===== config.mk =====
export PLATFORM = sky130hd
export DESIGN_NAME = alu_ctrl_flags
export DESIGN_NICKNAME = d
export VERILOG_FILES = /design/src/rtl/alu_ctrl_flags.sv
export SDC_FILE = /design/constraint.sdc
export NUM_CORES = 1
export LEC_CHECK = 0
export ABC_AREA = 1
export BUFFER_PORTS_ARGS = -buffer_cell sky130_fd_sc_hd__buf_2
export CORE_MARGIN = 8
export CORE_UTILIZATION = 43
export CTS_CLUSTER_DIAMETER = 60
export DETAILED_ROUTE_END_ITERATION = 8
export PLACE_DENSITY_LB_ADDON = 0.25
export SYNTH_ARGS = -nofsm -noshare
export SYNTH_HDL_FRONTEND = slang
export SYNTH_SLANG_ARGS = --single-unit

===== constraint.sdc =====
create_clock -name Clock -period 0.95 [get_ports Clock]
set_input_delay 0.19 -clock Clock [delete_from_list [all_inputs] [get_ports Clock]]
set_output_delay 0.19 -clock Clock [all_outputs]
set_load 0.02 [all_outputs]

===== src/rtl/alu_ctrl_flags.sv =====
// alu_ctrl_flags: opcode accept/decode stage for the 16-slice ALU.
// The stage registers one-hot slice controls for a single execute cycle and then
// captures the Z/N/C/V status flags from the MSB slice on the following edge.
//
// state | meaning
// ------+------------------------------------------------------------------
// IDLE  | no op in flight, controls zero, ready for an opcode
// EXEC  | controls driven to the slices, ALU_Out valid (ExecStrobe)
// CAP   | flags just captured (FlagsValid), ready for the next opcode
module alu_ctrl_flags #(
    parameter int         WIDTH    = 16,
    parameter logic [3:0] FLAG_RST = 4'b0000
) (
    input  logic       Clock,
    input  logic       Reset,
    input  logic       OpValid,
    output logic       OpReady,
    input  logic [3:0] Opcode,
    input  logic [3:0] ShAmt,
    output logic       SUB,
    output logic       ZeroA,
    output logic       CIn,
    output logic       FAOut,
    output logic       AND,
    output logic       OR,
    output logic       XOR,
    output logic       NOT,
    output logic       NAND,
    output logic       NOR,
    output logic       Sh8,
    output logic       Sh4,
    output logic       Sh2,
    output logic       Sh1,
    output logic       ShL,
    output logic       ShR,
    output logic       ShB,
    output logic       ShOut,
    input  logic       A_MSB,
    input  logic       B_MSB,
    input  logic       Sum_MSB,
    input  logic       COut_MSB,
    input  logic       Out_MSB,
    input  logic       ResultZero,
    output logic       ExecStrobe,
    output logic       WrEn,
    output logic       FlagsValid,
    output logic       Z,
    output logic       N,
    output logic       C,
    output logic       V
);

    // Only the sign slice (bit WIDTH-1) is observed here; a sign bit must exist.
    if (WIDTH < 2) begin : g_width_too_small
    end

    typedef enum logic [1:0] {
        ST_IDLE = 2'd0,
        ST_EXEC = 2'd1,
        ST_CAP  = 2'd2
    } state_e;

    typedef enum logic [3:0] {
        OP_ADD  = 4'h0,
        OP_ADC  = 4'h1,
        OP_SUB  = 4'h2,
        OP_SBC  = 4'h3,
        OP_NEG  = 4'h4,
        OP_AND  = 4'h5,
        OP_OR   = 4'h6,
        OP_XOR  = 4'h7,
        OP_NOT  = 4'h8,
        OP_NAND = 4'h9,
        OP_NOR  = 4'hA,
        OP_LSL  = 4'hB,
        OP_LSR  = 4'hC,
        OP_LSLB = 4'hD,
        OP_CMP  = 4'hE,
        OP_NOP  = 4'hF
    } op_e;

    typedef struct packed {
        logic       sub;
        logic       zero_a;
        logic       cin;
        logic       fa_out;
        logic       l_and;
        logic       l_or;
        logic       l_xor;
        logic       l_not;
        logic       l_nand;
        logic       l_nor;
        logic [3:0] sh_amt;
        logic       sh_l;
        logic       sh_r;
        logic       sh_b;
        logic       sh_out;
    } ctrl_t;

    state_e state_q, state_d;
    op_e    op_q, op_d;
    op_e    op_in;
    ctrl_t  ctrl_q, ctrl_d;
    logic   exec_strobe_q, exec_strobe_d;
    logic   wr_en_q, wr_en_d;
    logic   flags_valid_q, flags_valid_d;
    logic   z_q, z_d;
    logic   n_q, n_d;
    logic   c_q, c_d;
    logic   v_q, v_d;
    logic   op_ready;
    logic   accept;

    assign op_in    = op_e'(Opcode);
    assign op_ready = (state_q == ST_IDLE) || (state_q == ST_CAP);
    assign accept   = OpValid && op_ready;

    // Next-state logic; EXEC always lasts exactly one cycle.
    always_comb begin
        state_d = state_q;
        case (state_q)
            ST_IDLE: if (accept) state_d = ST_EXEC;
            ST_EXEC: state_d = ST_CAP;
            ST_CAP:  state_d = OpValid ? ST_EXEC : ST_IDLE;
            default: state_d = ST_IDLE;
        endcase
    end

    // Decode on the accept edge; on any other edge the controls return to zero.
    // ADC/SBC take the next-cycle carry so a flag update on the same edge is forwarded.
    always_comb begin
        ctrl_d        = '0;
        op_d          = op_q;
        exec_strobe_d = accept;
        wr_en_d       = accept && (op_in != OP_CMP) && (op_in != OP_NOP);
        if (accept) begin
            op_d = op_in;
            case (op_in)
                OP_ADD: begin
                    ctrl_d.fa_out = 1'b1;
                end
                OP_ADC: begin
                    ctrl_d.fa_out = 1'b1;
                    ctrl_d.cin    = c_d;
                end
                OP_SUB, OP_CMP: begin
                    ctrl_d.fa_out = 1'b1;
                    ctrl_d.sub    = 1'b1;
                    ctrl_d.cin    = 1'b1;
                end
                OP_SBC: begin
                    ctrl_d.fa_out = 1'b1;
                    ctrl_d.sub    = 1'b1;
                    ctrl_d.cin    = c_d;
                end
                OP_NEG: begin
                    ctrl_d.fa_out = 1'b1;
                    ctrl_d.sub    = 1'b1;
                    ctrl_d.zero_a = 1'b1;
                    ctrl_d.cin    = 1'b1;
                end
                OP_AND:  ctrl_d.l_and  = 1'b1;
                OP_OR:   ctrl_d.l_or   = 1'b1;
                OP_XOR:  ctrl_d.l_xor  = 1'b1;
                OP_NOT:  ctrl_d.l_not  = 1'b1;
                OP_NAND: ctrl_d.l_nand = 1'b1;
                OP_NOR:  ctrl_d.l_nor  = 1'b1;
                OP_LSL: begin
                    ctrl_d.sh_l   = 1'b1;
                    ctrl_d.sh_out = 1'b1;
                    ctrl_d.sh_amt = ShAmt;
                end
                OP_LSR: begin
                    ctrl_d.sh_r   = 1'b1;
                    ctrl_d.sh_out = 1'b1;
                    ctrl_d.sh_amt = ShAmt;
                end
                OP_LSLB: begin
                    ctrl_d.sh_l   = 1'b1;
                    ctrl_d.sh_b   = 1'b1;
                    ctrl_d.sh_out = 1'b1;
                    ctrl_d.sh_amt = ShAmt;
                end
                default: ctrl_d = '0;
            endcase
        end
    end

    // Flag capture on the EXEC->CAP edge from the MSB slice of the op in flight.
    always_comb begin
        z_d           = z_q;
        n_d           = n_q;
        c_d           = c_q;
        v_d           = v_q;
        flags_valid_d = (state_q == ST_EXEC);
        if (state_q == ST_EXEC) begin
            case (op_q)
                OP_ADD, OP_ADC: begin
                    z_d = ResultZero;
                    n_d = Sum_MSB;
                    c_d = COut_MSB;
                    v_d = ~(A_MSB ^ B_MSB) & (A_MSB ^ Sum_MSB);
                end
                OP_SUB, OP_SBC, OP_CMP: begin
                    z_d = ResultZero;
                    n_d = Sum_MSB;
                    c_d = COut_MSB;
                    v_d = (A_MSB ^ B_MSB) & (A_MSB ^ Sum_MSB);
                end
                OP_NEG: begin
                    // A is forced to zero by ZeroA, so only B and the sum decide overflow.
                    z_d = ResultZero;
                    n_d = Sum_MSB;
                    c_d = COut_MSB;
                    v_d = B_MSB & Sum_MSB;
                end
                OP_AND, OP_OR, OP_XOR, OP_NOT, OP_NAND, OP_NOR,
                OP_LSL, OP_LSR, OP_LSLB: begin
                    z_d = ResultZero;
                    n_d = Out_MSB;
                end
                default: begin
                    z_d = z_q;
                end
            endcase
        end
    end

    // State, control and flag registers with synchronous reset.
    always_ff @(posedge Clock) begin
        if (Reset) begin
            state_q       <= ST_IDLE;
            op_q          <= OP_NOP;
            ctrl_q        <= '0;
            exec_strobe_q <= 1'b0;
            wr_en_q       <= 1'b0;
            flags_valid_q <= 1'b0;
            z_q           <= FLAG_RST[3];
            n_q           <= FLAG_RST[2];
            c_q           <= FLAG_RST[1];
            v_q           <= FLAG_RST[0];
        end else begin
            state_q       <= state_d;
            op_q          <= op_d;
            ctrl_q        <= ctrl_d;
            exec_strobe_q <= exec_strobe_d;
            wr_en_q       <= wr_en_d;
            flags_valid_q <= flags_valid_d;
            z_q           <= z_d;
            n_q           <= n_d;
            c_q           <= c_d;
            v_q           <= v_d;
        end
    end

    assign OpReady    = op_ready;
    assign SUB        = ctrl_q.sub;
    assign ZeroA      = ctrl_q.zero_a;
    assign CIn        = ctrl_q.cin;
    assign FAOut      = ctrl_q.fa_out;
    assign AND        = ctrl_q.l_and;
    assign OR         = ctrl_q.l_or;
    assign XOR        = ctrl_q.l_xor;
    assign NOT        = ctrl_q.l_not;
    assign NAND       = ctrl_q.l_nand;
    assign NOR        = ctrl_q.l_nor;
    assign Sh8        = ctrl_q.sh_amt[3];
    assign Sh4        = ctrl_q.sh_amt[2];
    assign Sh2        = ctrl_q.sh_amt[1];
    assign Sh1        = ctrl_q.sh_amt[0];
    assign ShL        = ctrl_q.sh_l;
    assign ShR        = ctrl_q.sh_r;
    assign ShB        = ctrl_q.sh_b;
    assign ShOut      = ctrl_q.sh_out;
    assign ExecStrobe = exec_strobe_q;
    assign WrEn       = wr_en_q;
    assign FlagsValid = flags_valid_q;
    assign Z          = z_q;
    assign N          = n_q;
    assign C          = c_q;
    assign V          = v_q;

endmodule


==> results of run 1 <==
==> cell usage after synthesis, drive strengths merged <==
library cell	count	share of area [%]
o21ai	4	1.7
inv	29	9.2
xor2	1	0.72
dfxtp	31	51
o22ai	1	1.7
nand3	8	4.1
nor3	1	1.3
nand2	30	10
o211ai	4	2.5
a21oi	5	2.1
xnor2	1	0.72
o31ai	1	1.0
nor2	32	13
nand4	1	0.52
==> kinds of logic (layout without fill, tap and decap cells) <==
| group | after synthesis | in the layout | share of synthesized area, % |
|---|---|---|---|
| flops | 31 | 31 | 51.3 |
| buf+inv | 29 | 107 | 9.21 |
| xor+xnor | 2 | 2 | 1.45 |
| simple gates | 72 | 72 | 29.1 |
| compound gates | 15 | 15 | 8.90 |
==> layout by cell type, fill, tap and decap left out, drive strengths merged <==
master and n:
buf 70, nor2 32, dfxtp 31, nand2 30, inv 29, nand3 8
clkbuf 6, a21oi 5, o211ai 4, o21ai 4, nor3 1, o22ai 1
o31ai 1, nand4 1, xnor2 1, xor2 1, clkinv 1, bufinv 1
==> worst min-delay path, delay by kind of cell <==
kind | cells | cell delay [ps]
buffers and inverters | 2 | 120
and+or+nand+nor | 1 | 60
==> area by class of cell <==
| cell class | count | area (um2) |
|---|---|---|
| well taps | 31 | 38.8 |
| fillers | 176 | 607 |
| flip-flops and latches | 31 | 667 |
| multi-input cells | 89 | 591 |
| inverters | 29 | 119 |
| clock inverters | 2 | 35.0 |
| repair buffers | 70 | 602 |
| clock buffers | 6 | 51.3 |
==> worst paths after layout <==
path                            startpoint  slack [ps]          to  depth (start not counted)
worst max-delay path            state_q[0]        -150         Sh2                          7
worst min-delay path              ShAmt[2]          70         Sh4                          3
worst max register to register  state_q[0]        -150         Sh2                          7
worst min register to register  state_q[1]         540  FlagsValid                          3
==> per-stage QoR <==
step	setup WS (ps)	area, um2	util (%)
floorplan	-131	1250	-
detailed placement	-150	1650	60.7
CTS	-155	2010	74.0
global placement	-105	1650	60.7
global route	-238	2100	77.6
finish	-154	2100	77.6
==> what timing repair did <==
item                       in CTS  in global routing
pin swaps                       7                  3
buffers inserted                5                  4
resized for setup              91                 25
setup endpoints to repair      48                 53
==> per-layer routing <==
metal	wire length, um	share of wire (%)	vias to the layer above
li1	-	-	610
met1	1220	38	549
met2	1610	51	38
met3	273	8.6	9
met4	79	2.5	0
met5	0	0	-
==> power by group <==
part	internal (mW)	total (mW)	leakage (nW)	switching, mW
combinational	0.238	0.512	0.722	0.274
sequential	1.35	1.39	0.265	0.0409
clock	0.622	1.07	0.0482	0.444
==> flow_metrics.tcl, run 1 <==
set metrics [dict create \
    p_per_area_mw_per_mm2 1410 \
    fin_crit_sh_pct 116 \
    fmax_mhz 906 \
    diodes 0 \
    dr.pass1.iters 4 \
    reg_top3 "op_q x4, state_q x2" \
    grtUsageMet2_pct 23.3 \
    syn_area_per_cell_um2 8.11 \
    area_growth_pct 74.0 \
    routed_via_density 4.67 \
    crit_path_max_fanout 5 \
    setup_viol 52 \
    grt_busiest_layer "met2" \
    die_area_mm2 0.00476 \
    cts_made_buffers 5 \
    start_util_pct 44.6 \
    grt_max_degree 11 \
    slowest_stage "dfxtp_2" \
    vdd_drop_max_uv 1430 \
    ys_seq_elements 31 \
    cp_top_family "simple AND/OR/NAND/NOR gates" \
    grt_usage_pct 13.5 \
    routedWlPerCell_um 12.3 \
    setup_ws_ps -154 \
    cts_hold_buf 0 \
    regMostFlops "op_q" \
    htreeDepth 2 \
    grtUsageMet3_pct 6.87 \
    synth_area_mm2 0.00121 \
    cts_tree "done" \
    hp-class "primary input to flip-flop" \
    route.vias.total 1206 \
    power_mw 2.96 \
    largest_reg_flops 4 \
    path_common_cell "inv_4" \
    dieWidth_um 69.0 \
    critPathKind "flip-flop to flip-flop" \
    syn_nets 166 \
    finalCriticalPeriod_ps 1100 \
    whs_ps 69.8 \
    cts_buffer_depth 2 \
    clkTransAtPathRegs_ps 100 \
    final_nets 243 \
    crit_path_cell_trace "inv_4 > nand2_8 > nor2_8 > inv_4 > o22ai_4 > nor2_4 > nor2_2" \
    drt-total-wl_mm 3.19 \
    dp_cells 242 \
    setup_tns_ps -2730 \
    syn_inst 149 \
    core_mm2 0.00271 \
    power.leakage_nw 1.03 \
    end_kind "flip-flop" \
    drv_cap 0 \
    use_met1_pct 13.2 \
    overflow 0 \
    worstMarginPinSlew_ps 310 \
    antenna_found_initial 0 \
    hold_violations 0 \
    grt_pass1_wl_mm 5.40 \
    failed_checks "negative setup slack" \
    slew_headroom_pct 79.2 \
    ys_seq_area_share_pct 51.3 \
    die_y_um 69.0 \
    max_stage_delay_ps 340 \
    outcome "finished, violations left" \
    clk_latency_ps 320 \
    gp_congestion 0.882 \
    yosysWarnings 0 \
    rows 19 \
    grt_pass1_vias 1235 \
    cts.sinks 31 \
    maxSlewViolCount 0 \
    arrival_ps 1370 \
    drc 0 \
    path_buf_inv 2 \
    antenna_left 0 \
    required_ps 1220 \
    drive_gt1_share_pct 65.6 \
    startpoint_type "flip-flop" \
    fin_skew_ps 7.58 \
    drt_iter0_drc 46 \
    synth_cell_types 22 \
    io_buffers 42 \
    ios 43 \
    dp_hpwl_mm 2.31 \
    root_buffer "clkbuf_4" \
    rsz0062_at_grt "yes" \
    final_cells 258 \
]
Note: power is estimated with default switching activity, not from simulation.
==> run 2: changes to the inputs <==
Settings changed: HOLD_SLACK_MARGIN set to 0.08.
==> run 2 against run 1 <==
The flow still finishes with violations (negative setup slack). Core utilization grew 1.6 points. Largest power group unchanged. Sequential power is essentially flat. Worst hold slack gained 63 ps. Sequential share of layout area shrank 0.70 points. Cell area grew 2.1%. Count of clock-buffer cells in the layout is the same. Highest routed layer unchanged. Die area is the same. Wire length grew 12%. Largest cell class unchanged.
==> flow_metrics.tcl, run 2 (same netlist as run 1, synthesis figures left out) <==
set metrics [dict create \
    cts_tree "done" \
    setup_tns_ps -3620 \
    fin_crit_sh_pct 120 \
    combPwrFrac_pct 17.9 \
    power.internal_mw 2.22 \
    dp_hpwl_mm 2.31 \
    drt_iter0_drc 38 \
    p_per_area_mw_per_mm2 1400 \
    switching_share_pct 26.1 \
    cts_buffer_depth 2 \
    power_mw 3.00 \
    antenna_left 0 \
    cp_top_family "simple AND/OR/NAND/NOR gates" \
    post-route-util_pct 79.2 \
    finalCriticalPeriod_ps 1140 \
    root_buffer "clkbuf_4" \
    rows 19 \
    fmax_mhz 880 \
    maxSlewViolCount 0 \
    outcome "finished, violations left" \
    grt_max_degree 11 \
    end_kind "flip-flop" \
    setup_viol 52 \
    fin_skew_ps 8.93 \
    arrival_ps 1410 \
    cts.sinks 31 \
    required_ps 1220 \
    final_cell_mix "buf_6, dfxtp_2, inv_1" \
    grt_usage_pct 14.1 \
    drive_gt1_share_pct 63.4 \
    antenna_found_initial 0 \
    drv_cap 0 \
    routed_via_density 4.76 \
    whs_ps 133 \
    slowest_stage "dfxtp_2" \
    largest_reg_flops 4 \
    core_mm2 0.00271 \
    crit_path_cell_trace "inv_4 > nand2_8 > nor2_8 > nand3_4 > o22ai_4 > nor2_4 > nor2_2" \
    vdd_drop_max_uv 1380 \
    power_frac_seq_pct 46.2 \
    drc 0 \
    critPathKind "flip-flop to flip-flop" \
    failed_checks "negative setup slack" \
    diodes 0 \
    clock_power_share_pct 35.9 \
    power_switching_mw 0.782 \
    route.vias.total 1251 \
    io_buffers 42 \
    regMostFlops "op_q" \
    final_nets 248 \
    hp-class "primary input to flip-flop" \
    crit_path_max_fanout 5 \
    routedWlPerCell_um 13.6 \
    hold_violations 0 \
    cts_made_buffers 5 \
    grt_pass1_wl_mm 5.61 \
    slew_headroom_pct 76.9 \
    clkTransAtPathRegs_ps 100 \
    overflow 0 \
    htreeDepth 2 \
    power.leakage_nw 1.06 \
    grt_pass1_vias 1282 \
    start_util_pct 44.6 \
    reg_top3 "op_q x4, state_q x2" \
    final_common_cell "buf_6" \
    dr.pass1.iters 4 \
    rsz0062_at_grt "yes" \
    path_buf_inv 1 \
    startpoint_type "flip-flop" \
    clk_latency_ps 320 \
    dieWidth_um 69.0 \
    ios 43 \
    die_area_mm2 0.00476 \
    area_growth_pct 77.6 \
    setup_ws_ps -187 \
    worstMarginPinSlew_ps 344 \
    max_stage_delay_ps 340 \
    gp_congestion 0.882 \
    die_y_um 69.0 \
    drt-total-wl_mm 3.57 \
]
[run 2: layout make-up]
| class | count | area (um2) |
|---|---|---|
| Clock buffer | 6 | 51.3 |
| Clock inverter | 2 | 35.0 |
| Fill cell | 171 | 563 |
| Inverter | 29 | 119 |
| Multi-Input combinational cell | 89 | 582 |
| Sequential cell | 31 | 666 |
| Tap cell | 31 | 38.8 |
| Timing Repair Buffer | 75 | 656 |
[run 2: metrics by stage]
| stage | setup slack (ps) | cells | instance area (um2) |
|---|---|---|---|
| 2_1_floorplan | -131 | 149 | 1250 |
| 3_3_place_gp | -105 | 242 | 1650 |
| 3_5_place_dp | -150 | 242 | 1650 |
| 4_1_cts | -155 | 260 | 2060 |
| 5_1_grt | -278 | 263 | 2150 |
| 6_report | -187 | 263 | 2150 |
[run 2: path summary, 6_finish.rpt]
kind	depth (start not counted)	slack, ps	start	to
max reg2reg	7	-190	state_q[0]	Sh2
max	7	-190	state_q[0]	Sh2
min	3	130	ResultZero	Z
min reg2reg	2	530	op_q[3]	op_q[3]
[run 2: power groups by stage]
stage,Clock [mW],Sequential [mW],Combinational (mW)
2_1_floorplan,0,1.43,0.198
3_3_place_gp,0,1.40,0.395
3_5_place_dp,0,1.40,0.404
4_1_cts,1.09,1.38,0.489
5_1_grt,1.16,1.39,0.581
6_report,1.08,1.39,0.538
[run 2: tightest hold or removal path: cells and delay by family]
| kind | cells | cell delay, ps |
|---|---|---|
| buf+inv | 1 | 70 |
| simple gates | 1 | 90 |
| compound gates | 1 | 70 |
[run 2: metal layers]
layer  routed length [um]  track usage, %  vias up
met5                    0               0        -
met4                   48            5.69        0
met3                  255            6.29        4
met2                 1880            25.8       35
met1                 1380            13.2      589
li1                     -               -      623
[run 2: repair_timing]
| action | 4_1_cts | 5_1_grt |
|---|---|---|
| buffers inserted | 5 | 4 |
| endpoints found under the hold margin | 5 | 0 |
| hold buffers | 5 | 0 |
| setup endpoints to repair | 48 | 53 |
| gates resized for setup | 91 | 23 |
| pin swaps | 7 | 3 |
